**src/rtl/forward_hazard_unit_pkg.sv**
```systemverilog
// Shared types and constants for the EX-stage forwarding and load-use hazard logic.
// Latency: n/a (declarations only).
// Backpressure: n/a (declarations only).
package forward_hazard_unit_pkg;

    // Stall FSM: IDLE watches for load-use hazards, WAIT burns the remaining load latency.
    typedef enum logic {
        ST_IDLE = 1'b0,
        ST_WAIT = 1'b1
    } fsm_state_t;

    // Architectural zero register: never written, so never a forwarding target.
    localparam int REG_ZERO = 0;

endpackage

```
**src/rtl/forward_hazard_unit_fwd_prio_mux.sv**
```systemverilog
// Priority compare-and-select of one ALU operand across NUM_SRC in-flight write ports.
// Latency: purely combinational, zero cycles.
// Backpressure: none; the output follows the inputs every cycle.
module fwd_prio_mux
    import forward_hazard_unit_pkg::*;
#(
    parameter int DATA_WIDTH     = 32,
    parameter int REG_ADDR_WIDTH = 5,
    parameter int NUM_SRC        = 4
) (
    input  logic [REG_ADDR_WIDTH-1:0]         addr,
    input  logic [DATA_WIDTH-1:0]             rf_data,
    input  logic [NUM_SRC*REG_ADDR_WIDTH-1:0] fwd_addr,
    input  logic [NUM_SRC*DATA_WIDTH-1:0]     fwd_data,
    input  logic [NUM_SRC-1:0]                fwd_wr_ena,
    output logic [DATA_WIDTH-1:0]             data,
    output logic                              hit
);

    // Scan oldest to youngest so the lowest matching index (youngest) overrides the rest.
    always_comb begin
        data = rf_data;
        hit  = 1'b0;
        if (addr != REG_ADDR_WIDTH'(REG_ZERO)) begin
            for (int i = NUM_SRC - 1; i >= 0; i--) begin
                if (fwd_wr_ena[i] && (fwd_addr[i*REG_ADDR_WIDTH +: REG_ADDR_WIDTH] == addr)) begin
                    data = fwd_data[i*DATA_WIDTH +: DATA_WIDTH];
                    hit  = 1'b1;
                end
            end
        end
    end

endmodule

```
**src/rtl/forward_hazard_unit.sv**
```systemverilog
// EX operand forwarding for A/B plus load-use stall FSM with saturating stall-cycle counter.
// Latency: forwarding and stall_out are combinational; FSM and counter update on the next edge.
// Backpressure: stall_out/bubble_out hold ID and bubble EX for LOAD_LAT cycles per hazard; flush aborts.
module forward_hazard_unit
    import forward_hazard_unit_pkg::*;
#(
    parameter int DATA_WIDTH     = 32,
    parameter int REG_ADDR_WIDTH = 5,
    parameter int NUM_SRC        = 4,
    parameter int LOAD_LAT       = 1,
    parameter int CNT_WIDTH      = 16
) (
    input  logic                              clk,
    input  logic                              rst_n,
    input  logic                              flush_in,
    input  logic [DATA_WIDTH-1:0]             data_alu_a_in,
    input  logic [DATA_WIDTH-1:0]             data_alu_b_in,
    input  logic [REG_ADDR_WIDTH-1:0]         addr_alu_a_in,
    input  logic [REG_ADDR_WIDTH-1:0]         addr_alu_b_in,
    input  logic [NUM_SRC*REG_ADDR_WIDTH-1:0] fwd_addr_in,
    input  logic [NUM_SRC*DATA_WIDTH-1:0]     fwd_data_in,
    input  logic [NUM_SRC-1:0]                fwd_wr_ena_in,
    input  logic                              id_valid_in,
    input  logic [REG_ADDR_WIDTH-1:0]         id_addr_a_in,
    input  logic [REG_ADDR_WIDTH-1:0]         id_addr_b_in,
    input  logic                              id_use_a_in,
    input  logic                              id_use_b_in,
    input  logic                              ex_load_in,
    input  logic [REG_ADDR_WIDTH-1:0]         ex_load_dest_in,
    output logic [DATA_WIDTH-1:0]             alu_a_out,
    output logic [DATA_WIDTH-1:0]             alu_b_out,
    output logic                              fwd_hit_a_out,
    output logic                              fwd_hit_b_out,
    output logic                              stall_out,
    output logic                              bubble_out,
    output logic [CNT_WIDTH-1:0]              stall_cnt_out
);

    localparam int              CW       = $clog2(LOAD_LAT + 1);
    localparam logic [CW-1:0]   CNT_LOAD = CW'(LOAD_LAT - 1);

    fsm_state_t     state;
    logic [CW-1:0]  cnt;
    logic           hazard;
    logic           stall;

    fwd_prio_mux #(
        .DATA_WIDTH     (DATA_WIDTH),
        .REG_ADDR_WIDTH (REG_ADDR_WIDTH),
        .NUM_SRC        (NUM_SRC)
    ) u_mux_a (
        .addr       (addr_alu_a_in),
        .rf_data    (data_alu_a_in),
        .fwd_addr   (fwd_addr_in),
        .fwd_data   (fwd_data_in),
        .fwd_wr_ena (fwd_wr_ena_in),
        .data       (alu_a_out),
        .hit        (fwd_hit_a_out)
    );

    fwd_prio_mux #(
        .DATA_WIDTH     (DATA_WIDTH),
        .REG_ADDR_WIDTH (REG_ADDR_WIDTH),
        .NUM_SRC        (NUM_SRC)
    ) u_mux_b (
        .addr       (addr_alu_b_in),
        .rf_data    (data_alu_b_in),
        .fwd_addr   (fwd_addr_in),
        .fwd_data   (fwd_data_in),
        .fwd_wr_ena (fwd_wr_ena_in),
        .data       (alu_b_out),
        .hit        (fwd_hit_b_out)
    );

    // Load-use hazard: ID reads the (non-zero) register the EX load is still fetching.
    always_comb begin
        hazard = id_valid_in && ex_load_in
              && (ex_load_dest_in != REG_ADDR_WIDTH'(REG_ZERO))
              && ((id_use_a_in && (id_addr_a_in == ex_load_dest_in))
               || (id_use_b_in && (id_addr_b_in == ex_load_dest_in)));
    end

    // Stall is forced low in reset and on flush; WAIT stalls unconditionally, IDLE only on a hazard.
    always_comb begin
        stall = 1'b0;
        if (rst_n && !flush_in) begin
            stall = (state == ST_WAIT) ? 1'b1 : hazard;
        end
    end

    assign stall_out  = stall;
    assign bubble_out = stall;

    // Stall FSM: the first stall cycle is spent in IDLE, the remaining LOAD_LAT-1 in WAIT.
    always_ff @(posedge clk or negedge rst_n) begin
        if (!rst_n) begin
            state <= ST_IDLE;
            cnt   <= '0;
        end else if (flush_in) begin
            state <= ST_IDLE;
            cnt   <= '0;
        end else begin
            case (state)
                ST_IDLE: begin
                    if (stall && (LOAD_LAT > 1)) begin
                        state <= ST_WAIT;
                        cnt   <= CNT_LOAD;
                    end
                end
                ST_WAIT: begin
                    if (cnt == CW'(1)) begin
                        state <= ST_IDLE;
                        cnt   <= '0;
                    end else begin
                        cnt <= cnt - CW'(1);
                    end
                end
                default: begin
                    state <= ST_IDLE;
                    cnt   <= '0;
                end
            endcase
        end
    end

    // Saturating count of cycles in which the pipeline was held.
    always_ff @(posedge clk or negedge rst_n) begin
        if (!rst_n) begin
            stall_cnt_out <= '0;
        end else if (stall && (stall_cnt_out != {CNT_WIDTH{1'b1}})) begin
            stall_cnt_out <= stall_cnt_out + CNT_WIDTH'(1);
        end
    end

endmodule

```
**config.mk**
```make
export PLATFORM = sky130hd
export DESIGN_NAME = forward_hazard_unit
export DESIGN_NICKNAME = d
export VERILOG_FILES = /design/src/rtl/forward_hazard_unit_pkg.sv /design/src/rtl/forward_hazard_unit_fwd_prio_mux.sv /design/src/rtl/forward_hazard_unit.sv
export SDC_FILE = /design/constraint.sdc
export NUM_CORES = 1
export LEC_CHECK = 0
export CORE_MARGIN = 2
export CORE_UTILIZATION = 30
export CTS_CLUSTER_DIAMETER = 200
export CTS_CLUSTER_SIZE = 20
export DETAILED_ROUTE_END_ITERATION = 7
export PLACE_DENSITY_LB_ADDON = 0.15
export SYNTH_ARGS = -nofsm -noshare
export SYNTH_HDL_FRONTEND = slang
export SYNTH_SLANG_ARGS = --single-unit
export TNS_END_PERCENT = 30
```
**constraint.sdc**
```tcl
create_clock -name clk -period 4 [get_ports clk]
set_clock_uncertainty 0.1 [all_clocks]
set_input_delay 0.8 -clock clk [delete_from_list [all_inputs] [get_ports clk]]
set_output_delay 0.8 -clock clk [all_outputs]
set_load 0.1 [all_outputs]
```
==> reports/results.env <==
LAYOUT.NETS=1168
FP-ROW-COUNT=45
INSTANCES_NO_FILL=1107
RSZ0062_AT_GRT='true'
SYNTH_SEQ_CELLS=18
IR_WORST_VDD_uV=345
CRITICAL_PATH_ARRIVAL_NS=3.03
YOSYSUNIQUECELLTYPES=38
CLKLATENCYLATEPIN_NS=0.25
CRITICAL_PATH.MAX_FANOUT=44
POWER_SWITCHING_mW=1.02
DRT-INITIAL-DRC-COUNT=381
POWERDENSITY_mW_PER_MM2=215
SHARE_CLK_OF_TOTAL_POWER_PCT=10.9
ASYNC_RESET_FF_SHARE_PCT=100
SLEW_VIOLATIONS=0
PLACE.DETAILED.HPWL_MM=19.1
SYNTH-EDFF-COUNT=0
WORST_SLEW_MARGIN_REL_PCT=33.2
SW_RATIO_PCT=49.7
LEADING_CELL_TYPES_IN_THE_LAYOUT_FILL_AND_TAPS_EXCLUDED='sky130_fd_sc_hd__clkdlybuf4s50_1, sky130_fd_sc_hd__buf_12, sky130_fd_sc_hd__nor2_1'
SEQ_POWER_SHARE_PCT=10.2
GRT_USE_TOTAL_PCT=27.5
SLOWEST_DELAY_NS=0.44
ROUTE.DETAILED.DRC=0
SYNTH_TOP_FLOP_CELL='sky130_fd_sc_hd__dfrtp_1'
CTS_TREE='done'
TIMING.FINAL.CRIT_SHARE_PCT=98.2
LAYOUT_MIN_CYCLE_TIME_NS=3.93
SYN2LAYOUT_AREA_GROWTH_PCT=107
MAX_STAGE_DELAY_CELL_WORST_PATH='sky130_fd_sc_hd__clkdlybuf4s50_1'
YOSYS_WARNINGS=0
YS_SEQ_AREA_SHARE_PCT=9.76
WORST-ENDPOINT-REQUIRED_NS=3.10
ROUTEDLENGTHMET1_MM=9.91
TIMING_WORST_SLEW_PIN_VALUE_NS=0.998
NETLIST.AREA_LEADER.SHARE_PCT=13.9
CTS.PATH.MAX_BUFFERS=2
POST_DRT_WL_PER_CELL_UM=22.0
ROUTE.DETAILED.VIAS_PER_INST=5.59
CORE_AREA_MM2=0.0151
POSTROUTEWIRELENGTH_MM=24.3
POSTSYNTHCELLCOUNT=593
WORST-SETUP-PATH-TYPE='in2out'
LAYOUT-DRIVE-GT1-SHARE_PCT=22.1
MOSTFREQUENTLAYOUTCELL='sky130_fd_sc_hd__clkdlybuf4s50_1'
CTS_HTREE_LEVELS=1
PLACE.DETAILED.INSTANCES=1099
TOP_SIGNAL_LAYER_USED='met4'
TIMING.CRITICAL_PATH.TO_TYPE='primary output'
MAX_CLOCK_FREQ_GHz=0.255
RESULT_OF_THE_RUN='finished clean'
NUMBER_OF_PORT_BUFFERS=331
HOLD_PATH_CLASS='reg2reg'
CHIPHEIGHT_UM=128
CTS_MADE_BUFFERS=3
CRITICAL_PATH.CELL_CHAIN='clkdlybuf4s50_1 > buf_4 > xor2_1 > nor4_2 > nand3_2 > buf_12 > a21oi_1 > a2bb2oi_1 > buf_4 > buf_12'
DIEAREA_MM2=0.0164
PLACEMENT.CELL_AREA_MM2=0.00923
POWER_LEAKAGE_nW=3.85
CLKSINKCOUNT=18
GR-TOTAL-OVERFLOW=0
MET3_WIRELENGTH_MM=1.68
GRT_PASS1_VIAS=6489
FINAL_ANTENNA_NET_COUNT=0
COMB_POWER_SHARE_PCT=78.9
TIMING.REG2REG.SETUP_SLACK_NS=1.53
POSTCTSSETUPREPAIRBUFS=0
YOSYS.AREA.TOP_TYPE='sky130_fd_sc_hd__mux2i_1'
CRITICAL_PATH.STARTPOINT_TYPE='input port'
INTERNAL_POWER_mW=1.03
ROUTABILITYCONGESTION=0.955
FINAL-HOLD-VIOLATION-COUNT=0
INITIAL_CORE_UTIL_PCT=30.5
NUMBER_OF_VIOLATIONS_OF_THE_MAX_CAPACITANCE_LIMIT=0
GRT_FIRST_PASS_WIRELENGTH_MM=35.7
GRT_ANTENNA_BEFORE_REPAIR=1
CLKSLEWWORSTSETUPHOLDPATHS_NS=0.05
SYNTHTOPCELLSBYAREA='sky130_fd_sc_hd__mux2i_1, sky130_fd_sc_hd__a221oi_2, sky130_fd_sc_hd__dfrtp_1, sky130_fd_sc_hd__mux2_1, sky130_fd_sc_hd__xor2_1'
IO_PINS=332
CTS-ROOT-BUF='sky130_fd_sc_hd__clkbuf_16'
STDCELL_AREA_MM2=0.00955
DR.PASS1.ITERS=5
TIMING.FINAL.SETUP_VIOLATIONS=0
SYNTH.CELL_AREA_MM2=0.00462
SYNTHESIS.NETS=842
POST_SYNTH.CELL_AREA_AVG_UM2=7.79
FLOORPLAN.DIE.WIDTH_UM=128
GRT_START_MAX_NET_PINS=45
ROUTED-VIA-COUNT=6186
WL_MET2_MM=12.1
power groups by stage:
stage	logic, mW	clock network [mW]	registers (mW)
2_1_floorplan	0.789	0	0.292
3_3_place_gp	1.59	0	0.211
3_5_place_dp	1.60	0	0.212
4_1_cts	1.61	0.228	0.209
5_1_grt	1.67	0.236	0.210
6_report	1.62	0.224	0.209
cells by family (layout without fill, tap and decap cells):
group	after synthesis	after routing	synth area share [%]
XOR/XNOR	66	66	12.5
adder cells (fa/ha/maj)	1	1	0.271
AND/OR/NAND/NOR	174	174	16.3
multiplexers	96	96	21.7
buffers and inverters	68	393	7.81
AO/OA/AOI/OAI	170	170	31.6
flip-flops	18	18	9.76
other	0	1	0
metal layers:
metal | vias to the layer above | GRT usage, %
met2 | 309 | 49.7
met5 | - | 0
met1 | 2925 | 33.0
met4 | 0 | 8.08
li1 | 2912 | -
met3 | 40 | 5.01
sequential cells by signal (all words and copies together) (netlist names):
| signal | flops |
|---|---|
| state | 1 |
| cnt | 1 |
| stall_cnt_out | 16 |
what timing repair did:
| item | CTS | global route |
|---|---|---|
| gates cloned | 0 | 3 |
| hold buffers | 0 | 0 |
| resized for setup | 11 | 27 |
| pin swaps | 2 | 6 |
| setup endpoints to repair | 55 | 53 |
path summary, 6_finish.rpt:
| check | from | to | depth (start not counted) |
|---|---|---|---|
| min in group asynchronous | rst_n | cnt | 2 |
| min reg2reg | cnt | state | 1 |
| max in group asynchronous | rst_n | stall_cnt_out[5] | 2 |
| max | addr_alu_a_in[1] | alu_a_out[17] | 10 |
| max reg2reg | stall_cnt_out[0] | stall_cnt_out[1] | 6 |
| min | cnt | state | 1 |
worst max-delay path, delay by kind of cell:
kind	cells	cell delay, ns
buffers and inverters	5	1.18
and+or+nand+nor	2	0.49
AOI/OAI and AO/OA	2	0.38
xor gates and xnor gates	1	0.15
synthesized netlist by cell type, types with 3 or more instances:
| master | instances |
|---|---|
| sky130_fd_sc_hd__o22ai_1 | 32 |
| sky130_fd_sc_hd__clkbuf_1 | 30 |
| sky130_fd_sc_hd__mux2i_1 | 64 |
| sky130_fd_sc_hd__buf_2 | 18 |
| sky130_fd_sc_hd__dfrtp_1 | 18 |
| sky130_fd_sc_hd__nor3_1 | 13 |
| sky130_fd_sc_hd__a211oi_1 | 3 |
| sky130_fd_sc_hd__a21oi_1 | 34 |
| sky130_fd_sc_hd__buf_4 | 8 |
| sky130_fd_sc_hd__xor2_1 | 37 |
| sky130_fd_sc_hd__mux2_1 | 30 |
| sky130_fd_sc_hd__a221oi_2 | 30 |
| sky130_fd_sc_hd__and3_1 | 3 |
| sky130_fd_sc_hd__nor4_1 | 7 |
| sky130_fd_sc_hd__nand4_1 | 6 |
| sky130_fd_sc_hd__xnor2_1 | 29 |
| sky130_fd_sc_hd__nand2_1 | 47 |
| sky130_fd_sc_hd__buf_6 | 7 |
| sky130_fd_sc_hd__a2bb2oi_1 | 31 |
| sky130_fd_sc_hd__inv_1 | 5 |
| sky130_fd_sc_hd__nor2_1 | 79 |
| sky130_fd_sc_hd__nand3_1 | 11 |
| sky130_fd_sc_hd__o221ai_1 | 31 |
layout make-up:
type / instances / area (µm²)
tap: 188 / 235
inverter: 5 / 18.8
fill: 1239 / 5600
clock buffer: 4 / 88.8
timing repair buffer: 384 / 4690
multi-input combinational: 507 / 4060
antenna: 1 / 2.50
sequential: 18 / 450
through the flow:
| step | total power [mW] | setup slack, ns | setup TNS (ns) | hold slack [ns] | utilization, % |
|---|---|---|---|---|---|
| 2_1_floorplan | 1.08 | -0.552 | -21.30 | 0.322 | - |
| 3_3_place_gp | 1.80 | -0.0611 | -0.421 | 0.335 | 60.9 |
| 3_5_place_dp | 1.81 | -0.114 | -2.34 | 0.347 | 60.9 |
| 4_1_cts | 2.05 | 0.00198 | 0 | 0.356 | 61.8 |
| 5_1_grt | 2.12 | -0.0449 | -0.128 | 0.393 | 63.0 |
| 6_report | 2.05 | 0.0738 | 0 | 0.354 | 63.0 |
No activity file was read; power rests on OpenSTA's default activity.
